## src/rtl/counter_pkg.sv

```systemverilog
// counter_pkg
//   Shared defaults and the direction encoding for the sync_counter32 slice.
//   CNT_WIDTH_DEFAULT : default counter width in bits
//   CNT_STEP_DEFAULT  : default per-cycle increment/decrement
//   cnt_dir_e         : up_dn encoding (CNT_DOWN = 0, CNT_UP = 1)
package counter_pkg;

  localparam int unsigned CNT_WIDTH_DEFAULT = 32;
  localparam int unsigned CNT_STEP_DEFAULT  = 1;

  typedef enum logic {
    CNT_DOWN = 1'b0,
    CNT_UP   = 1'b1
  } cnt_dir_e;

endpackage

```

## src/rtl/counter_next_calc.sv

```systemverilog
// counter_next_calc
//   Combinational next-value logic for the counter: one STEP up or down,
//   carry/borrow detection and the raw terminal-count condition.
//   Build option: COUNTER_SAT_EN defined -> clipped steps saturate at MAX/0
//   instead of wrapping; wrap_nxt still flags every clipped step.
// Ports
//   count    in   WIDTH  current registered count
//   up_dn    in   1      1 = up, 0 = down
//   next     out  WIDTH  value after one enabled step
//   wrap_nxt out  1      step overflowed (carry) or underflowed (borrow)
//   tc_raw   out  1      next step in the current direction would wrap
module counter_next_calc
  import counter_pkg::*;
#(
  parameter int unsigned      WIDTH = CNT_WIDTH_DEFAULT,
  parameter logic [WIDTH-1:0] STEP  = WIDTH'(CNT_STEP_DEFAULT)
) (
  input  logic [WIDTH-1:0] count,
  input  logic             up_dn,
  output logic [WIDTH-1:0] next,
  output logic             wrap_nxt,
  output logic             tc_raw
);

  localparam logic [WIDTH:0]   STEP_X = {1'b0, STEP};
  localparam logic [WIDTH-1:0] MAX_V  = '1;

  logic [WIDTH:0] sum;
  logic [WIDTH:0] diff;

  // One extra bit on both operands: its value after add/sub is carry/borrow.
  always_comb begin
    sum      = {1'b0, count} + STEP_X;
    diff     = {1'b0, count} - STEP_X;
    next     = count;
    wrap_nxt = 1'b0;
    tc_raw   = 1'b0;
    if (cnt_dir_e'(up_dn) == CNT_UP) begin
      wrap_nxt = sum[WIDTH];
      tc_raw   = (count > (MAX_V - STEP));
`ifdef COUNTER_SAT_EN
      next     = sum[WIDTH] ? MAX_V : sum[WIDTH-1:0];
`else
      next     = sum[WIDTH-1:0];
`endif
    end else begin
      wrap_nxt = diff[WIDTH];
      tc_raw   = (count < STEP);
`ifdef COUNTER_SAT_EN
      next     = diff[WIDTH] ? '0 : diff[WIDTH-1:0];
`else
      next     = diff[WIDTH-1:0];
`endif
    end
  end

endmodule

```

## src/rtl/sync_counter32.sv

```systemverilog
// sync_counter32
//   Synchronous up/down counter with enable, synchronous clear and parallel
//   load. Priority on each edge: clr > load > en. Free-runs upward by STEP
//   per clock with en=1, up_dn=1.
//   Build option: COUNTER_SAT_EN defined -> saturating instead of modulo.
// Ports
//   clk      in   1      rising-edge clock
//   rst      in   1      asynchronous active-low reset
//   en       in   1      count enable
//   clr      in   1      synchronous clear to 0
//   load     in   1      synchronous parallel load
//   load_val in   WIDTH  value written on load
//   up_dn    in   1      1 = count up, 0 = count down
//   count    out  WIDTH  registered count
//   tc       out  1      combinational terminal count (en-qualified)
//   wrap     out  1      registered pulse: previous enabled step wrapped/clipped
module sync_counter32
  import counter_pkg::*;
#(
  parameter int unsigned      WIDTH = CNT_WIDTH_DEFAULT,
  parameter logic [WIDTH-1:0] STEP  = WIDTH'(CNT_STEP_DEFAULT)
) (
  input  logic             clk,
  input  logic             rst,
  input  logic             en,
  input  logic             clr,
  input  logic             load,
  input  logic [WIDTH-1:0] load_val,
  input  logic             up_dn,
  output logic [WIDTH-1:0] count,
  output logic             tc,
  output logic             wrap
);

  logic [WIDTH-1:0] count_q, count_d;
  logic             wrap_q, wrap_d;
  logic [WIDTH-1:0] step_next;
  logic             step_wrap;
  logic             tc_raw;

  counter_next_calc #(
    .WIDTH (WIDTH),
    .STEP  (STEP)
  ) u_next_calc (
    .count    (count_q),
    .up_dn    (up_dn),
    .next     (step_next),
    .wrap_nxt (step_wrap),
    .tc_raw   (tc_raw)
  );

  always_comb begin
    count_d = count_q;
    wrap_d  = 1'b0;
    if (clr) begin
      count_d = '0;
    end else if (load) begin
      count_d = load_val;
    end else if (en) begin
      count_d = step_next;
      wrap_d  = step_wrap;
    end
  end

  always_ff @(posedge clk or negedge rst) begin
    if (!rst) begin
      count_q <= '0;
      wrap_q  <= 1'b0;
    end else begin
      count_q <= count_d;
      wrap_q  <= wrap_d;
    end
  end

  assign count = count_q;
  assign wrap  = wrap_q;
  assign tc    = en & tc_raw;

endmodule

```

## config.mk

```make
export PLATFORM = sky130hd
export DESIGN_NAME = sync_counter32
export DESIGN_NICKNAME = d
export VERILOG_FILES = /design/src/rtl/counter_pkg.sv /design/src/rtl/counter_next_calc.sv /design/src/rtl/sync_counter32.sv
export SDC_FILE = /design/constraint.sdc
export NUM_CORES = 1
export LEC_CHECK = 0
export BUFFER_PORTS_ARGS = -buffer_cell sky130_fd_sc_hd__clkbuf_2
export CAP_MARGIN = 20
export CORE_MARGIN = 2
export CORE_UTILIZATION = 48
export DETAILED_ROUTE_END_ITERATION = 10
export PLACE_DENSITY_LB_ADDON = 0.08
export SKIP_CTS_REPAIR_TIMING = 1
export SLEW_MARGIN = 20
export SYNTH_ARGS = -nofsm -noshare
export SYNTH_HDL_FRONTEND = slang
export SYNTH_SLANG_ARGS = --single-unit
```

## constraint.sdc

```tcl
create_clock -name clk -period 6.9 [get_ports clk]
set_input_delay 0.69 -clock clk [delete_from_list [all_inputs] [get_ports clk]]
set_output_delay 0.69 -clock clk [all_outputs]
set_load 0.005 [all_outputs]
```

* Word-level counts from Yosys, hierarchy flattened *
Index checks and enable logic that the tools add are counted.

operators by class
  reduce and logical (&&, ||, !) cells = 1
  bitwise gates (word level) = 1
  magnitude comparators = 2
  mux-type cells = 9
  add/sub/neg operators = 2

operator list
  kind                                                          number
  2-to-1 mux 32 bit                                             4
  adder 32 x 1 -> 33 bit (second input constant)                1
  subtractor 32 x 1 -> 33 bit (second input constant)           1
  greater-than comparator 32 bit (second input constant)        1
  less-than comparator 32 x 1 -> 1 bit (second input constant)  1
  2-to-1 mux 1 bit                                              5
  nonzero test 3 bit                                            1
  AND 1 bit                                                     1

storage, ports and cells
  register bits after elaboration = 33
  input bits = 38
  word-level logic and storage cells = 17
  output and inout port bits = 34

* Longest topological paths before layout *
  depth in word-level cells = 5
  depth in mapped cells = 9
  depth with buffers taken out = 8

* Hierarchy *
A second synthesis with hierarchy kept.

second synthesis, totals
  cells, all modules = 339
  area total of the unflattened synthesis = 2967.8 um^2

modules (own cells, without submodules)
  module             times used  area an instance (um^2)  cells each  seq. area each (um^2)
  sync_counter32     1           1720.4                   147         825.8
  counter_next_calc  1           1247.4                   192         0.0

* Worst setup path after synthesis *
OpenSTA, ideal clock, no wires.

  kind = input to output
  from = input port up_dn
  to = output port tc
  slack = 4.287 ns
  data required time = 6.210 ns
  arrival = 1.923 ns
  stages on the path = 6
  buffers on the path = 2
  cell sequence = clkbuf_1 -> or3_1 -> or2_0 -> buf_6 -> nor4_1 -> o21a_1

between the ends
  word-level cells in the longest chain between the ends = 2

RTL lines
  element           line                     text
  start, declared   sync_counter32.sv:29     input logic up_dn,
  2-to-1 mux 1 bit  counter_next_calc.sv:38  if (cnt_dir_e'(up_dn) == CNT_UP) begin
  AND 1 bit         sync_counter32.sv:77     assign tc = en & tc_raw;
  end, declared     sync_counter32.sv:31     output logic tc,

No other way between the ends.

* Worst setup path in the final report *
  from = register count_q[18], in the netlist count[18]
  to = output port tc

between the ends
  word-level cells in the longest chain between the ends = 3
  elaborated cells on any way between the ends = 4
  those cells by class = order compare (2); mux (1); bitwise (1)

RTL lines
  element                                                                                 line                                              text
  start, declared                                                                         sync_counter32.sv:35                              logic [WIDTH-1:0] count_q, count_d;
  start signal, assigned                                                                  sync_counter32.sv:70                              count_q <= count_d;
  less-than comparator 32 x 1 -> 1 bit or greater-than comparator 32 bit (tied branches)  counter_next_calc.sv:48, counter_next_calc.sv:40
  2-to-1 mux 1 bit (*)                                                                    counter_next_calc.sv:38
  AND 1 bit (*)                                                                           sync_counter32.sv:77

Every way passes the cells marked *; elsewhere a longest branch is shown, timed or not.

==> flow_metrics.py <==
metrics = {
    "clocking": {
        "clk_pin_slew_ps": 70,
        "clkSinkCount": 33,
        "clockRootBuffer": "clkbuf_8",
        "numCtsBuffers": 5,
        "cts_tree": "built",
        "cts_buffer_depth": 2,
        "cts_max_level": 2,
        "insertion_delay_ps": 290,
    },
    "detailed_routing": {
        "drtIter0Drc": 233,
        "vias_per_cell": 5.77,
        "routedWlPerCell_um": 15.2,
        "dr.pass1.iters": 4,
        "vias": 2577,
        "wirelength_um": 6800,
        "drc": 0,
        "ant_nets": 0,
    },
    "finish": {
        "diodes": 0,
        "syn2layout_area_growth_pct": 17.8,
        "final_nets": 417,
        "drive_gt1_share_pct": 22.0,
    },
    "die": {
        "die_y_um": 76.7,
        "core_area_um2": 5110,
        "core.rowCount": 26,
        "start_util_pct": 49.7,
        "die_w_um": 76.7,
        "ios": 72,
        "dieArea_um2": 5890,
    },
    "synth": {
        "yosysMostFrequentCell": "nor2_1",
        "synth_area_leaders": "dfrtp_1 33%, xor2_1 6.9%, a211oi_1 6.5%",
        "avgSynthCellArea_um2": 7.88,
        "synthFlopType": "dfrtp_1",
        "synthTopCellsByCount": "35 x nor2_1, 34 x nand2_1, 33 x dfrtp_1",
        "postSynth.asyncResetShare_pct": 100,
        "synth_edf_count": 0,
        "seq_area_frac_synth_pct": 32.5,
        "synth_area_um2": 2540,
        "ys_seq_elements": 33,
        "yosys.area.top_type": "dfrtp_1",
        "yosysUniqueCellTypes": 47,
        "syn_inst": 322,
        "synthesis.nets": 363,
        "yosys.area.top_type_share_pct": 32.5,
        "synth_warnings": 0,
    },
    "setup_path": {
        "setup.worst_path.class": "reg2out",
        "cpPeakStageDelay_ps": 500,
        "arrival_ps": 2400,
        "crit_slowest_cell": "dfrtp_1",
        "crit_chain": "nand3_1, or3_1, nor2_1, nand4_1, nor4_1, o21a_1, clkbuf_2",
        "r2r_slack_ps": 4260,
        "end_kind": "output pin",
        "start_kind": "register",
        "path_max_fanout": 9,
        "cp_data_required_time_ps": 6210,
    },
    "timing": {
        "worst_slew_pin_slew_ps": 848,
        "skew_ps": 6.62,
        "rsz0062_at_grt": "no",
        "post-route-period-util_pct": 44.7,
        "relSlewSlack_pct": 43.4,
        "setup_viol": 0,
        "finalMaxSlewViolations": 0,
        "fmax_ghz": 0.324,
        "hold_viol": 0,
        "fin_ws_ps": 3810,
        "tns_ps": 0,
        "period_needed_ps": 3090,
    },
    "worst_hold_path": {
        "hp-class": "in2async",
    },
    "outcome": {
        "outcome": "completed",
    },
    "flow_run": {
        "drv_cap": 0,
    },
    "global_route": {
        "grt_max_degree": 54,
        "grt_pass1_vias": 2344,
        "grt_antenna_before_repair": 0,
        "grtUsageTotal_pct": 23.8,
        "grt-ovfl-total": 0,
        "grt_pass1_wl_um": 11500,
    },
    "pwr": {
        "p_leak_nw": 1.25,
        "p_per_area_nw_per_um2": 177,
        "ir_drop_uv": 97.0,
    },
    "place": {
        "dp_hpwl_um": 4920,
        "dp_slack_ps": 3900,
        "gp_congestion": 0.894,
        "placement.io_buffers": 71,
    },
}
==> per-stage QoR <==
stage	hold WS, ps	instances	util (%)	power [mW]	area, um^2
5_1_grt	565	447	58.5	0.556	2990
6_report	470	447	58.5	0.529	2990
4_1_cts	516	447	58.5	0.530	2990
2_1_floorplan	394	322	-	0.300	2540
3_5_place_dp	644	439	56.3	0.340	2870
3_3_place_gp	626	439	56.3	0.340	2870
==> routing by layer <==
metal	wire, um	up-vias	GRT usage [%]	part of all wire [%]
li1	-	1290	-	-
met4	69	0	5.82	1.0
met5	0	-	0	0
met1	3240	1193	33.5	48
met2	3130	86	37.8	46
met3	374	8	4.35	5.5
==> layout by cell type, fill, tap and decap left out, drive strengths merged, types with 8 or more instances in the layout <==
cell type,netlist,layout
dfrtp,33,33
nor2,35,35
nand2,34,34
clkbuf,18,78
xnor2,9,9
and3,11,11
a211oi,22,22
xor2,20,20
nand3,12,12
nor4,19,19
o21ai,16,16
nor3,16,16
a21oi,8,8
==> worst max-delay path: cells and delay by family, from the launching register on <==
family | cells | cell delay (ps)
and+or+nand+nor | 5 | 1330
buffers and inverters | 1 | 110
DFF | 1 | 500
AOI/OAI and AO/OA | 1 | 180
==> worst paths after layout <==
check | start | endpoint | cells past startpoint
setup / recovery | count[18] | tc | 7
hold / removal | rst | count[5] | 1
setup reg to reg | count[14] | count[31] | 6
hold reg to reg | count[31] | count[31] | 2
max in group asynchronous | rst | count[7] | 1
min in group clk | load_val[13] | count[13] | 3
==> kinds of logic (layout without fill, tap and decap cells) <==
group / Yosys count / after routing / synth area share, %
fa+ha+maj: 3 / 3 / 1.48
simple gates: 160 / 160 / 32.7
xor+xnor: 29 / 29 / 10.0
compound gates: 65 / 65 / 17.3
mux: 2 / 2 / 0.838
buf+inv: 30 / 85 / 5.13
flops: 33 / 33 / 32.5
==> final cells by class <==
cell class / instances / area [um^2]
clock inverter: 1 / 30.0
sequential: 33 / 826
clock buffer: 7 / 86.3
tap: 70 / 87.6
multi-input combinational: 259 / 1580
inverter: 6 / 22.5
timing repair buffer: 71 / 355
fill: 501 / 2120
==> power by group <==
part	switching, mW	leakage [nW]	internal, mW
Clock	0.0734	0.0585	0.118
Sequential	0.0263	0.431	0.206
Combinational	0.0594	0.764	0.0459
Total	0.159	1.25	0.370
==> flip-flops by register name (all words and copies together), names as in the netlist <==
register,cells
count,32
wrap,1
(Power assumes the default switching activity.)
